**src/rtl/uart_rx_ctrl.sv**
```systemverilog
// Purpose: UART RX controller: idle-gated config updates, received-byte FIFO, error/overflow status.
// Latency: config applies >= 2 cycles after cfg_wr; pushed byte is visible on out_data 1 cycle later.
// Backpressure: out_valid/out_ready; a byte arriving at a full FIFO without a pop is dropped and flags overflow.
//
// Ports:
//   clk, rst            - clock and synchronous active-low reset
//   cfg_*               - host config write request and its pending/ack/err status
//   Prescale/PAR_EN/PAR_TYP - live configuration driven to the RX datapath
//   rx_*                - RX FSM status, received byte and error pulses
//   out_data/out_valid/out_ready, fifo_count - consumer side of the byte FIFO
//   overflow, par_err_cnt, stop_err_cnt, clr_stat - status for the register file
module uart_rx_ctrl #(
    parameter int DATA_WIDTH = 8,
    parameter int DEPTH      = 4,
    parameter int ERR_CNT_W  = 8
) (
    input  logic                         clk,
    input  logic                         rst,
    input  logic                         cfg_wr,
    input  logic [5:0]                   cfg_prescale,
    input  logic                         cfg_par_en,
    input  logic                         cfg_par_typ,
    output logic                         cfg_pending,
    output logic                         cfg_ack,
    output logic                         cfg_err,
    output logic [5:0]                   Prescale,
    output logic                         PAR_EN,
    output logic                         PAR_TYP,
    input  logic                         rx_busy,
    input  logic [DATA_WIDTH-1:0]        rx_data,
    input  logic                         rx_data_valid,
    input  logic                         rx_par_err,
    input  logic                         rx_stop_err,
    output logic [DATA_WIDTH-1:0]        out_data,
    output logic                         out_valid,
    input  logic                         out_ready,
    output logic [$clog2(DEPTH+1)-1:0]   fifo_count,
    output logic                         overflow,
    output logic [ERR_CNT_W-1:0]         par_err_cnt,
    output logic [ERR_CNT_W-1:0]         stop_err_cnt,
    input  logic                         clr_stat
);

    localparam int PTR_W = $clog2(DEPTH);
    localparam int CNT_W = $clog2(DEPTH + 1);
    localparam logic [ERR_CNT_W-1:0] ERR_MAX = '1;

    // ---------------- configuration FSM ----------------
    typedef enum logic [1:0] {CFG_IDLE, CFG_WAIT, CFG_APPLY} cfg_state_t;

    cfg_state_t state;
    logic [5:0] sh_prescale;
    logic       sh_par_en;
    logic       sh_par_typ;
    logic       prescale_legal;

    assign prescale_legal = (cfg_prescale == 6'd8) || (cfg_prescale == 6'd16) ||
                            (cfg_prescale == 6'd32);

    // Live config is loaded on the WAIT->APPLY transition so the new values and
    // cfg_ack are both visible during the APPLY cycle. RX only samples config when
    // leaving IDLE, so rx_busy rising during APPLY cannot see a half-updated set.
    always_ff @(posedge clk) begin
        if (!rst) begin
            state       <= CFG_IDLE;
            Prescale    <= 6'd8;
            PAR_EN      <= 1'b1;
            PAR_TYP     <= 1'b0;
            sh_prescale <= 6'd8;
            sh_par_en   <= 1'b1;
            sh_par_typ  <= 1'b0;
            cfg_pending <= 1'b0;
            cfg_ack     <= 1'b0;
            cfg_err     <= 1'b0;
        end else begin
            cfg_ack <= 1'b0;
            cfg_err <= 1'b0;
            case (state)
                CFG_IDLE: begin
                    if (cfg_wr) begin
                        if (prescale_legal) begin
                            sh_prescale <= cfg_prescale;
                            sh_par_en   <= cfg_par_en;
                            sh_par_typ  <= cfg_par_typ;
                            cfg_pending <= 1'b1;
                            state       <= CFG_WAIT;
                        end else begin
                            cfg_err <= 1'b1;
                        end
                    end
                end
                CFG_WAIT: begin
                    if (!rx_busy) begin
                        Prescale    <= sh_prescale;
                        PAR_EN      <= sh_par_en;
                        PAR_TYP     <= sh_par_typ;
                        cfg_ack     <= 1'b1;
                        cfg_pending <= 1'b0;
                        state       <= CFG_APPLY;
                    end
                end
                CFG_APPLY: state <= CFG_IDLE;
                default:   state <= CFG_IDLE;
            endcase
        end
    end

    // ---------------- byte FIFO ----------------
    logic [DATA_WIDTH-1:0] mem [DEPTH];
    logic [PTR_W-1:0]      wr_ptr;
    logic [PTR_W-1:0]      rd_ptr;
    logic [PTR_W-1:0]      rd_ptr_inc;
    logic                  full;
    logic                  pop;
    logic                  push;
    logic                  ovf_evt;
    logic [CNT_W-1:0]      count_next;

    assign full       = (fifo_count == CNT_W'(DEPTH));
    assign pop        = out_valid && out_ready;
    // A pop in the same cycle frees the slot, so a full FIFO can still accept.
    assign push       = rx_data_valid && (!full || pop);
    assign ovf_evt    = rx_data_valid && full && !pop;
    assign count_next = fifo_count + CNT_W'(push) - CNT_W'(pop);
    assign rd_ptr_inc = rd_ptr + PTR_W'(1);

    always_ff @(posedge clk) begin
        if (push) mem[wr_ptr] <= rx_data;
    end

    always_ff @(posedge clk) begin
        if (!rst) begin
            wr_ptr     <= '0;
            rd_ptr     <= '0;
            fifo_count <= '0;
            out_valid  <= 1'b0;
            out_data   <= '0;
        end else begin
            if (push) wr_ptr <= wr_ptr + PTR_W'(1);
            if (pop)  rd_ptr <= rd_ptr_inc;
            fifo_count <= count_next;
            out_valid  <= (count_next != '0);
            // out_data is a registered copy of the head. The head comes from rx_data
            // when the pushed byte becomes the only entry, else from the next slot.
            if (pop) begin
                if (fifo_count == CNT_W'(1)) begin
                    if (push) out_data <= rx_data;
                end else begin
                    out_data <= mem[rd_ptr_inc];
                end
            end else if (fifo_count == '0 && push) begin
                out_data <= rx_data;
            end
        end
    end

    // ---------------- status ----------------
    // Clear wins over the old value but not over a same-cycle event.
    function automatic logic [ERR_CNT_W-1:0] sat_next(input logic [ERR_CNT_W-1:0] c,
                                                      input logic evt, input logic clr);
        if (clr)                       return ERR_CNT_W'(evt);
        else if (evt && c != ERR_MAX)  return c + 1'b1;
        else                           return c;
    endfunction

    always_ff @(posedge clk) begin
        if (!rst) begin
            overflow     <= 1'b0;
            par_err_cnt  <= '0;
            stop_err_cnt <= '0;
        end else begin
            overflow     <= clr_stat ? ovf_evt : (overflow | ovf_evt);
            par_err_cnt  <= sat_next(par_err_cnt, rx_par_err, clr_stat);
            stop_err_cnt <= sat_next(stop_err_cnt, rx_stop_err, clr_stat);
        end
    end

endmodule

```
**config.mk**
```make
export PLATFORM = sky130hd
export DESIGN_NAME = uart_rx_ctrl
export DESIGN_NICKNAME = d
export VERILOG_FILES = /design/src/rtl/uart_rx_ctrl.sv
export SDC_FILE = /design/constraint.sdc
export NUM_CORES = 1
export LEC_CHECK = 0
export ABC_AREA = 1
export CORE_UTILIZATION = 35
export DETAILED_ROUTE_END_ITERATION = 10
export PLACE_DENSITY = 0.62
export SYNTH_ARGS = -nofsm -noshare
export SYNTH_HDL_FRONTEND = slang
export SYNTH_SLANG_ARGS = --single-unit
```
**constraint.sdc**
```tcl
create_clock -name clk -period 4.25 [get_ports clk]
set_input_delay 1.275 -clock clk [delete_from_list [all_inputs] [get_ports clk]]
set_output_delay 1.275 -clock clk [all_outputs]
set_load 0.05 [all_outputs]
```
# Word-level counts from Yosys, hierarchy flattened
# Memories as Yosys holds them, arrays and structs flattened.
# Index checks and enable logic that the tools add are counted.
# W data, S select, Z words.
# totals
ram_bits,32
n_memories,1
wordCells,90
in_bits,25
reg_bits,54
output_inout_bits,40
# op_classes
bitwise_logic,3
reduce_logical,27
add_sub_neg,6
n_eq_ne,12
muxes,21
# mem_list
memory,depth,word_bits,read_ports,rd_ports_with_merged_regs,write_ports,line_no,text
mem,4,8,1,0,1,109,logic [DATA_WIDTH-1:0] mem [DEPTH];
# op_table
operator,n
$mux W8,4
$add A8 B1 Y8 const B,2
$ne A8 B8 Y1 const B,2
$mux W1,12
$reduce_and A3 Y1,3
$reduce_bool A2 Y1,4
$logic_and A1 B1 Y1,7
$eq A6 B4 Y1 const B,1
$eq A6 B5 Y1 const B,1
$eq A6 B6 Y1 const B,1
$mux W2,3
$ne A2 B2 Y1 const B,3
$reduce_and A2 Y1,3
$add A2 B1 Y2 const B,2
$pmux W2 S2,1
$reduce_and A4 Y1,1
$add A3 B1 Y3,1
$eq A3 B1 Y1 const B,1
$eq A3 B3 Y1 const B,1
$logic_not A3 Y1,1
$logic_or A1 B1 Y1,3
$ne A3 B3 Y1 const B,1
$reduce_bool A3 Y1,1
$sub A3 B1 Y3,1
other kinds (7),9

# Logic depth before layout (Yosys ltp)
# Gate-level depths: netlist of the first run.
# logic_depth
ltp_word,7
depth_mapped,12

# Least setup slack after synthesis of the first run
# No wires, ideal clock.
# synth_path
path_kind,input to register
from,input out_ready
to,register out_valid
path_buffers,0
slack_ns,1.287
t_arrival_ns,2.854
cell_stages,11
path_cell_list,nand2_1 -> inv_2 -> o21ai_2 -> ha_1 -> inv_1 -> ha_1 -> fa_1 -> nor2_1 -> nand2_1 -> nand2_1 -> inv_1
# synth_between
elab_chain_cells,6
# synth_rtl
item,line_no,text
"start, declared",36,"input logic out_ready,"
$logic_and A1 B1 Y1 (*),120,assign pop = out_valid && out_ready;
named net pop,114,logic pop;
$logic_or A1 B1 Y1,122,assign push = rx_data_valid && (!full || pop);
$logic_and A1 B1 Y1,122,
$add A3 B1 Y3,124,assign count_next = fifo_count + CNT_W'(push) - CNT_W'(pop);
$sub A3 B1 Y3 (*),124,
named net count_next[1],117,logic [CNT_W-1:0] count_next;
$reduce_bool A3 Y1 (*),142,out_valid <= (count_next != '0);
"end signal, assigned",142,
"end, declared",35,"output logic out_valid,"
# Mark *: on every way through the listed nets, which the timed path passes. The rest lies on a longest branch.
# A chain may end at the register's enable or synchronous reset.

# Worst setup path after layout of the first run
# Same ends and word-level chain as after synthesis.

==> impl_metrics.py, run 1 <==
metrics = {
    "clock_tree": {
        "postCtsSetupBuffers": 0,
        "hold_buffers": 0,
        "cts_buffers": 9,
        "cts_tree": "done",
        "cts_buffer_depth": 2,
        "htree_levels": 3,
        "root_buffer": "clkbuf_8",
        "cts.sinks": 86,
        "post_cts_resized": 0,
        "clock_latency_ns": 0.35,
        "cts.clk_slew.worst_paths_ns": 0.10,
    },
    "timing": {
        "rsz0062_at_grt": "no",
        "setup_violations": 0,
        "skew_ns": 0.0122,
        "fin_crit_ns": 3.19,
        "slew_headroom": 0.420,
        "fin_tns_setup_ns": 0,
        "worst_hold_slack_ns": 0.446,
        "worst_pin_slew_ns": 0.867,
        "post-route-period-util": 0.750,
        "fin_ws_ns": 1.06,
        "fmax_mhz": 314,
        "hold_viol": 0,
        "drv_slew": 0,
    },
    "logic_synthesis": {
        "postSynthCellCount": 437,
        "netlist_top_cells_area": "dfxtp_1 (29%), edfxtp_1 (26%), nand2_1 (12%)",
        "synth-seq-cells": 86,
        "synth_top_area_share": 0.290,
        "synth_edf_count": 32,
        "synth.distinct_cells": 33,
        "synth.most_common_cell": "nand2_1",
        "syn_nets": 472,
        "synth_area_per_cell_sq_um": 8.53,
        "synth_common_cells": "nand2_1 (116), dfxtp_1 (54), nor2_1 (48)",
        "synth_ff_type": "dfxtp_1",
        "synth_top_area_cell": "dfxtp_1",
        "seq_area_frac_synth": 0.548,
        "synthesis.area_sq_um": 3730,
        "yosys_warnings": 0,
        "synthArstFlopShare": 0,
    },
    "grt": {
        "grt_first_pass_wirelength_um": 13200,
        "grt_max_degree": 29,
        "grt_pass1_vias": 2763,
        "antenna_found_initial": 0,
        "track_usage": 0.153,
        "overflow": 0,
    },
    "worst_setup_path": {
        "crit_arrival_ns": 3.45,
        "path_class": "input pin to flop",
        "critPathLaunchType": "input pin",
        "cp-startpoint": "out_ready",
        "end_kind": "flop",
        "cp_max_fo": 10,
        "worstReg2RegStart": "fifo_count[1]",
        "required_ns": 4.51,
    },
    "layout": {
        "nFillCells": 1012,
        "n_antenna_cell": 0,
        "fin_nets": 540,
        "area_growth_pct": 25.6,
        "drive_above_1_share": 0.0745,
        "multiInputGateArea_sq_um": 1470,
        "final-seq-area_sq_um": 2040,
    },
    "drt": {
        "dr.first_iter.drc_count": 131,
        "routed_wl_um": 7980,
        "drc": 0,
        "viasPerCell": 4.61,
        "drt-wirelength-per-cell_um": 12.3,
        "firstDrtPassIters": 4,
        "vias": 2975,
        "antenna_left": 0,
    },
    "die": {
        "core_sq_um": 10300,
        "die_y_um": 105,
        "start_util": 0.361,
        "io_pins": 65,
        "die_w_um": 105,
        "rows": 37,
        "dieArea_sq_um": 11100,
    },
    "pwr": {
        "clockPowerShare": 0.253,
        "p_comb_frac": 0.281,
        "swShare": 0.362,
        "max-vdd-ir-drop_v": 0.000248,
        "switchingPower_uw": 768,
        "powerDensity_nw_per_um2": 454,
        "p_leak_uw": 0.00181,
        "internal_power_uw": 1360,
        "seq_power_share": 0.466,
    },
    "place": {
        "pre_cts_ws_ns": 0.706,
        "port_buffers": 64,
        "place_congestion": 0.777,
        "hpwlAfterDp_um": 5680,
    },
    "worst_hold_path": {
        "hold_start": "sh_prescale[1]",
        "min_path_type": "flop to flop",
    },
    "flow_run": {
        "drv_cap": 0,
    },
    "run_status": {
        "status": "completed",
    },
}
## metal layers
layer	part of all wire	global-route usage	wire length [um]
met1	0.49	0.200	3910
met2	0.45	0.234	3590
met3	0.050	0.0437	398
met4	0.0098	0.0654	78
met5	0	0	0
## worst max-delay path: stages
cell	delay, ns
clkdlybuf4s50_1	0.44
nand2_1	0.12
inv_2	0.08
o21ai_2	0.33
ha_1	0.30
inv_1	0.06
ha_1	0.15
fa_1	0.42
nor2_1	0.11
nand2_1	0.05
nand2_1	0.05
inv_1	0.04
## power groups by stage
stage          Clock (uW)  Sequential [uW]  Combinational, uW
3_3_place_gp            0             1010                597
5_1_grt               593             1000                664
4_1_cts               557              992                602
6_report              537              990                598
3_5_place_dp            0             1010                601
2_1_floorplan           0             1150                271
## worst paths after layout
check / endpoint / slack (ns) / cells past startpoint
hold reg to reg: sh_prescale[1] / 0.45 / 2
setup reg to reg: out_valid / 2.07 / 11
hold / removal: sh_prescale[1] / 0.45 / 2
setup / recovery: out_valid / 1.06 / 12
## logic make-up after synthesis
kind of cell / after synthesis / share of synthesized area
compound gates: 68 / 0.0943
xor+xnor: 6 / 0.0141
fa+ha+maj: 10 / 0.0356
buf+inv: 55 / 0.0587
flops: 86 / 0.548
simple gates: 212 / 0.249
## layout make-up
| class | instances | area share |
|---|---|---|
| Clock inverter | 6 | 0.0112 |
| Sequential cell | 86 | 0.436 |
| Inverter | 47 | 0.0377 |
| Timing Repair Buffer | 65 | 0.138 |
| Clock buffer | 10 | 0.0273 |
| Multi-Input combinational cell | 296 | 0.313 |
| Tap cell | 136 | 0.0363 |
## sequential cells by signal, indices dropped and copies added, names as in the netlist, 2 cells and up
signal and flops:
rd_ptr 2, stop_err_cnt 8, sh_prescale 6, fifo_count 3, mem 32, par_err_cnt 8
out_data 8, wr_ptr 2, Prescale 6, state 2
## placed cells by master, fill, tap and decap left out
master	instances
nor2_1	48
o21ai_2	1
ha_1	9
inv_6	3
nand2_2	5
o21a_1	1
xor2_1	3
nand2_1	116
a21oi_1	40
nand4_4	1
dfxtp_1	54
inv_1	42
inv_2	5
clkdlybuf4s50_1	64
edfxtp_1	32
nor2_2	4
nand3b_1	3
buf_4	1
or2_1	1
clkbuf_8	9
nor3_1	6
o21ai_1	1
o21ai_0	24
or2_0	1
clkbuf_1	1
nand4_1	2
a32o_1	1
nand3_1	19
clkinv_4	3
nor2_4	2
nand2_4	1
fa_1	1
xnor2_1	3
nor3_2	3
## metrics by stage
stage,util,std cells,cell area (sq um),power [uW]
finish,0.454,646,4680,2120
global route,0.454,646,4680,2260
CTS,0.454,646,4680,2150
detailed placement,0.436,630,4500,1610
global placement,0.436,630,4500,1600
floorplan,-,437,3730,1420
Note: power is estimated with default switching activity, not from simulation.
==> inputs of run 2 (changes only) <==
PLACE_DENSITY = 0.64   (was 0.62)
clock period = 2.6 ns   (was 4.25 ns; I/O delays follow)
==> run 2 against run 1 <==
  * Count of clock-buffer cells in the layout rose by 1
  * Design area rose by 2.1%
  * Routed wire length is 0.81% lower
  * Die area unchanged
  * Clock skew increased by 0.0037 ns
  * Sequential power rose by 63%
  * Non-clock buffer count is 12 higher
  * Clock power grew 68%
  * Register-to-register slack worse by 1.5 ns
  * Critical endpoint unchanged
  * Largest power group unchanged
  * Highest routed layer unchanged
==> impl_metrics.py, run 2 (synthesized netlist as in run 1, its figures left out) <==
metrics = {
    "run_status": {
        "status": "completed",
    },
    "clock_tree": {
        "cts.clk_slew.worst_paths_ns": 0.09,
        "cts_buffers": 9,
        "cts.sinks": 86,
        "root_buffer": "clkbuf_8",
        "htree_levels": 3,
        "clock_latency_ns": 0.36,
        "cts_buffer_depth": 2,
        "post_cts_resized": 0,
        "cts_tree": "done",
    },
    "grt": {
        "overflow": 0,
        "track_usage": 0.157,
        "grt_first_pass_wirelength_um": 13800,
        "grt_pass1_vias": 2988,
        "grt_max_degree": 29,
        "antenna_found_initial": 0,
    },
    "timing": {
        "fin_crit_ns": 2.49,
        "fin_tns_setup_ns": 0,
        "fmax_mhz": 401,
        "fin_ws_ns": 0.106,
        "drv_slew": 0,
        "slew_headroom": 0.643,
        "skew_ns": 0.0160,
        "hold_viol": 0,
        "worst_hold_slack_ns": 0.444,
        "worst_pin_slew_ns": 0.533,
        "setup_violations": 0,
        "post-route-period-util": 0.959,
    },
    "worst_setup_path": {
        "critPathCapture": "out_valid",
        "cp_max_fo": 4,
        "path_class": "input pin to flop",
        "rr_worst_depth": 12,
        "crit_arrival_ns": 2.75,
        "end_kind": "flop",
        "required_ns": 2.85,
        "r2r_slack_ns": 0.57,
        "critPathLaunchType": "input pin",
        "worstReg2RegStart": "fifo_count[0]",
        "cp-startpoint": "out_ready",
        "r2r-end": "out_valid",
    },
    "drt": {
        "wl_met3_um": 401,
        "m1WireLength_um": 3640,
        "drc": 0,
        "firstDrtPassIters": 4,
        "wl_met2_um": 3770,
        "top_layer_used": "met4",
        "dr.first_iter.drc_count": 100,
        "antenna_left": 0,
        "vias": 3044,
        "drt-wirelength-per-cell_um": 12.0,
        "viasPerCell": 4.63,
        "routed_wl_um": 7910,
    },
    "layout": {
        "nFillCells": 997,
        "area_growth_pct": 28.3,
        "largest_register": "mem",
        "fin_cells": 658,
        "drive_above_1_share": 0.0958,
        "final_common_cell": "nand2_1",
        "largest_register_ffs": 32,
        "fin_nets": 552,
        "n_antenna_cell": 0,
        "final_core_util": 0.463,
        "final_cell_mix": "nand2_1 (116), clkdlybuf4s50_1 (64), dfxtp_1 (54)",
        "multiInputGateArea_sq_um": 1470,
        "final-seq-area_sq_um": 2040,
    },
    "place": {
        "pre_cts_ws_ns": -0.247,
        "place_congestion": 0.787,
        "port_buffers": 64,
        "dp_cells": 641,
        "hpwlAfterDp_um": 5820,
    },
    "pwr": {
        "internal_power_uw": 2300,
        "seq_power_share": 0.456,
        "p_leak_uw": 0.00187,
        "powerDensity_nw_per_um2": 740,
        "swShare": 0.350,
        "switchingPower_uw": 1240,
        "clockPowerShare": 0.255,
        "max-vdd-ir-drop_v": 0.000438,
        "p_comb_frac": 0.289,
    },
    "flow_run": {
        "drv_cap": 0,
    },
    "die": {
        "die_y_um": 105,
        "start_util": 0.361,
        "die_w_um": 105,
        "rows": 37,
        "dieArea_sq_um": 11100,
        "io_pins": 65,
        "core_sq_um": 10300,
    },
    "worst_hold_path": {
        "min_path_type": "flop to flop",
    },
}
==> run 2: cell types whose count changed in the layout (fill, tap and decap cells not counted), sizes merged <==
cell,previous run,this run
clkinv,3,2
clkbuf,10,11
buf,1,13
==> run 2: critical path: stages <==
cell and delay [ns]:
clkdlybuf4s50_1 0.47, nand2_1 0.08, inv_2 0.10, o21ai_2 0.08, ha_1 0.27, inv_1 0.04, ha_1 0.18, fa_1 0.37
xor2_1 0.17, inv_1 0.08, nand2_1 0.05, nand2_1 0.05, inv_1 0.03
==> run 2: how the worst min path moves through the flow <==
stage / from / endpoint / cells past startpoint
after floorplan: sh_prescale[0] / sh_prescale[0] / 2
after global placement: sh_prescale[1] / sh_prescale[1] / 2
after detailed placement: sh_prescale[0] / sh_prescale[0] / 2
after CTS: sh_prescale[0] / sh_prescale[0] / 2
after global routing: sh_prescale[2] / sh_prescale[2] / 2
final: sh_prescale[0] / sh_prescale[0] / 2
==> run 2: layout make-up <==
class	count	area share
Sequential cell	86	0.427
Tap cell	136	0.0356
Clock inverter	5	0.00785
Timing Repair Buffer	77	0.154
Multi-Input combinational cell	296	0.307
Clock buffer	11	0.0319
Inverter	47	0.0369
==> run 2: routing by layer <==
metal | track usage | up-vias
li1 | - | 1576
met4 | 0.0553 | 0
met1 | 0.191 | 1393
met2 | 0.259 | 64
met3 | 0.0505 | 11
met5 | 0 | -
==> run 2: what timing repair did <==
action | CTS | global route
setup endpoints to repair | 0 | 1
hold buffers | 0 | 0
buffers inserted | 0 | 1
==> run 2: metrics by stage <==
step,cell area (sq um),total power [uW]
after floorplan,3730,2330
after global placement,4590,2640
after detailed placement,4590,2670
after CTS,4780,3580
after global routing,4780,3770
final,4780,3540
==> run 2: power by group through the flow <==
stage	clock network, uW	registers [uW]	logic (uW)
5_1_grt	1000	1630	1140
3_3_place_gp	0	1640	1000
2_1_floorplan	0	1880	443
4_1_cts	941	1620	1030
6_report	902	1610	1020
3_5_place_dp	0	1650	1020
==> inputs of run 3 (changes only) <==
ABC_AREA = unset   (was 1)
DONT_BUFFER_PORTS = 1   (was unset)
PLACE_DENSITY = 0.56   (was 0.64)
==> run 3 against run 2 <==
  * Core utilization down 4.7 points
  * Synthesized cell count decreased by 31%
  * Final cell count down 31%
  * Design area decreased by 14%
  * Routed wire length down 12%
  * Clock skew decreased by 0.0072 ns
  * Sequential cell count stayed put
  * Sequential share of layout area up 7.1 points
  * Largest cell class unchanged
  * Largest power group unchanged
==> impl_metrics.py, run 3 <==
metrics = {
    "run_status": {
        "status": "completed",
    },
    "die": {
        "io_pins": 65,
        "rows": 36,
        "dieArea_sq_um": 10700,
        "die_w_um": 104,
        "core_sq_um": 9860,
        "die_y_um": 104,
        "start_util": 0.366,
    },
    "clock_tree": {
        "htree_levels": 3,
        "cts.sinks": 86,
        "postCtsSetupBuffers": 0,
        "cts_buffer_depth": 2,
        "post_cts_resized": 0,
        "clock_latency_ns": 0.35,
        "hold_buffers": 0,
        "cts.clk_slew.worst_paths_ns": 0.08,
        "cts_buffers": 9,
        "cts_tree": "done",
        "root_buffer": "clkbuf_8",
    },
    "logic_synthesis": {
        "synth.most_common_cell": "dfxtp_1",
        "synth_common_cells": "dfxtp_1 (54), edfxtp_1 (32), mux2i_1 (22)",
        "postSynthCellCount": 302,
        "synth-seq-cells": 86,
        "synth-xor-area-share": 0.0267,
        "synthArstFlopShare": 0,
        "synth_top_area_cell": "dfxtp_1",
        "synthMuxAreaShare": 0.111,
        "netlist_top_cells_area": "dfxtp_1 (30%), edfxtp_1 (27%), mux2i_1 (6.1%)",
        "synthesis.area_sq_um": 3610,
        "synth_top_family_by_area": "simple AND/OR/NAND/NOR gates",
        "yosys_warnings": 0,
        "synthAdderAreaFrac": 0.0368,
        "synth_area_per_cell_sq_um": 11.9,
        "syn_nets": 337,
        "synth_edf_count": 32,
        "yosys.area_share.simple": 0.127,
        "synth.distinct_cells": 46,
        "synth_ff_type": "dfxtp_1",
        "synth_top_area_share": 0.300,
        "synth_compound_area_frac": 0.101,
        "seq_area_frac_synth": 0.566,
    },
    "worst_setup_path": {
        "critPathLaunchType": "input pin",
        "r2r_slack_ns": 0.41,
        "path_cells": "a211oi_2 -> a21boi_2 -> inv_1 -> ha_1 -> inv_1 -> ha_2 -> fa_2 -> xnor2_2 -> xnor2_1 -> o31a_1",
        "cp_max_fo": 3,
        "critPathSlowestCell": "fa_2",
        "cp_common_cell": "inv_1",
        "required_ns": 2.83,
        "cp_num_buf_inv": 2,
        "slowest_delay_ns": 0.37,
        "crit_arrival_ns": 2.43,
        "worstReg2RegStart": "out_valid",
        "rr_worst_depth": 10,
        "critPathTopFamily": "adder cells",
        "path_class": "input pin to flop",
        "end_kind": "flop",
        "r2r-end": "out_valid",
    },
    "pwr": {
        "powerDensity_nw_per_um2": 872,
        "max-vdd-ir-drop_v": 0.000661,
        "p_leak_uw": 0.00150,
    },
    "place": {
        "place_congestion": 0.807,
        "port_buffers": 0,
        "pre_cts_ws_ns": 0.0398,
        "place_area_sq_um": 3880,
        "hpwlAfterDp_um": 4800,
    },
    "drt": {
        "firstDrtPassIters": 4,
        "viasPerCell": 5.03,
        "antenna_left": 0,
        "drt-wirelength-per-cell_um": 15.3,
        "vias": 2294,
        "drc": 0,
        "routed_wl_um": 6980,
        "dr.first_iter.drc_count": 79,
    },
    "timing": {
        "worst_hold_slack_ns": 0.459,
        "fmax_mhz": 455,
        "setup_violations": 0,
        "fin_ws_ns": 0.401,
        "fin_crit_ns": 2.20,
        "post-route-period-util": 0.846,
        "slew_headroom": 0.512,
        "drv_slew": 0,
        "skew_ns": 0.00877,
        "fin_tns_setup_ns": 0,
        "hold_viol": 0,
        "rsz0062_at_grt": "no",
        "worst_pin_slew_ns": 0.729,
    },
    "grt": {
        "grt_first_pass_wirelength_um": 11300,
        "grt_max_degree": 47,
        "grt_pass1_vias": 2219,
        "antenna_found_initial": 0,
        "overflow": 0,
        "track_usage": 0.136,
    },
    "layout": {
        "largest_register": "mem",
        "fin_nets": 353,
        "final_cell_mix": "dfxtp_1 (54), edfxtp_1 (32), mux2i_1 (22)",
        "area_growth_pct": 13.8,
        "final_core_util": 0.416,
        "final_cell_area_sq_um": 4110,
        "drive_above_1_share": 0.176,
        "final_common_cell": "dfxtp_1",
        "nFillCells": 931,
        "n_antenna_cell": 0,
        "largest_register_ffs": 32,
    },
    "worst_hold_path": {
        "min_path_type": "flop to flop",
        "hold_depth": 2,
        "hold_start": "sh_prescale[4]",
        "min_to": "sh_prescale[4]",
    },
    "flow_run": {
        "drv_cap": 0,
    },
}
## run 3: cell count changes after synthesis, moves of 16 or more
cell and change:
inv_1 -29, a21oi_1 -30, nand2_1 -97, nor2_1 -32, mux2i_1 +22, nand3_1 -16
## run 3: worst min-delay path, cell delays in order, from the launching register on
cell	delay [ns]
dfxtp_1	0.32
nand2_1	0.05
mux2i_1	0.05
## run 3: layout make-up
type / instances / area (sq um) / share of cell area
sequential: 86 / 2040 / 0.497
multi-input combinational: 188 / 1480 / 0.360
tap: 133 / 166 / 0.0405
timing repair buffer: 20 / 150 / 0.0366
clock buffer: 9 / 124 / 0.0302
clock inverter: 7 / 96.3 / 0.0235
inverter: 13 / 48.8 / 0.0119
## run 3: how the worst max path moves through the flow
stage	from	to	slack [ns]	cells past startpoint
floorplan	out_ready	out_valid	-0.05	10
global placement	out_ready	out_valid	0.08	10
detailed placement	out_ready	out_valid	0.04	10
CTS	out_valid	out_valid	0.40	10
global route	out_valid	out_valid	0.30	10
finish	out_ready	out_valid	0.40	10
## run 3: logic make-up (layout without fill, tap and decap cells)
family | Yosys count | count (layout)
flip-flops | 86 | 86
AND/OR/NAND/NOR | 85 | 85
AO/OA/AOI/OAI | 52 | 52
multiplexers | 30 | 30
buffers and inverters | 28 | 49
XOR/XNOR | 11 | 11
adder cells (fa/ha/maj) | 10 | 10
## run 3: per-stage QoR
step | total power, uW | std cells
global route | 3770 | 456
floorplan | 2440 | 302
CTS | 3630 | 456
global placement | 2590 | 440
finish | 3580 | 456
detailed placement | 2600 | 440
## run 3: per-layer routing
metal,global-route usage,up-vias,wire (um)
li1,-,1122,-
met1,0.169,1113,3270
met2,0.211,51,3190
met3,0.0560,8,416
met4,0.0466,0,99
met5,0,-,0
## run 3: where the power goes
part	leakage, uW	internal [uW]	switching (uW)
logic	0.000663	290	394
clock network	0.000103	543	486
registers	0.000733	1560	312
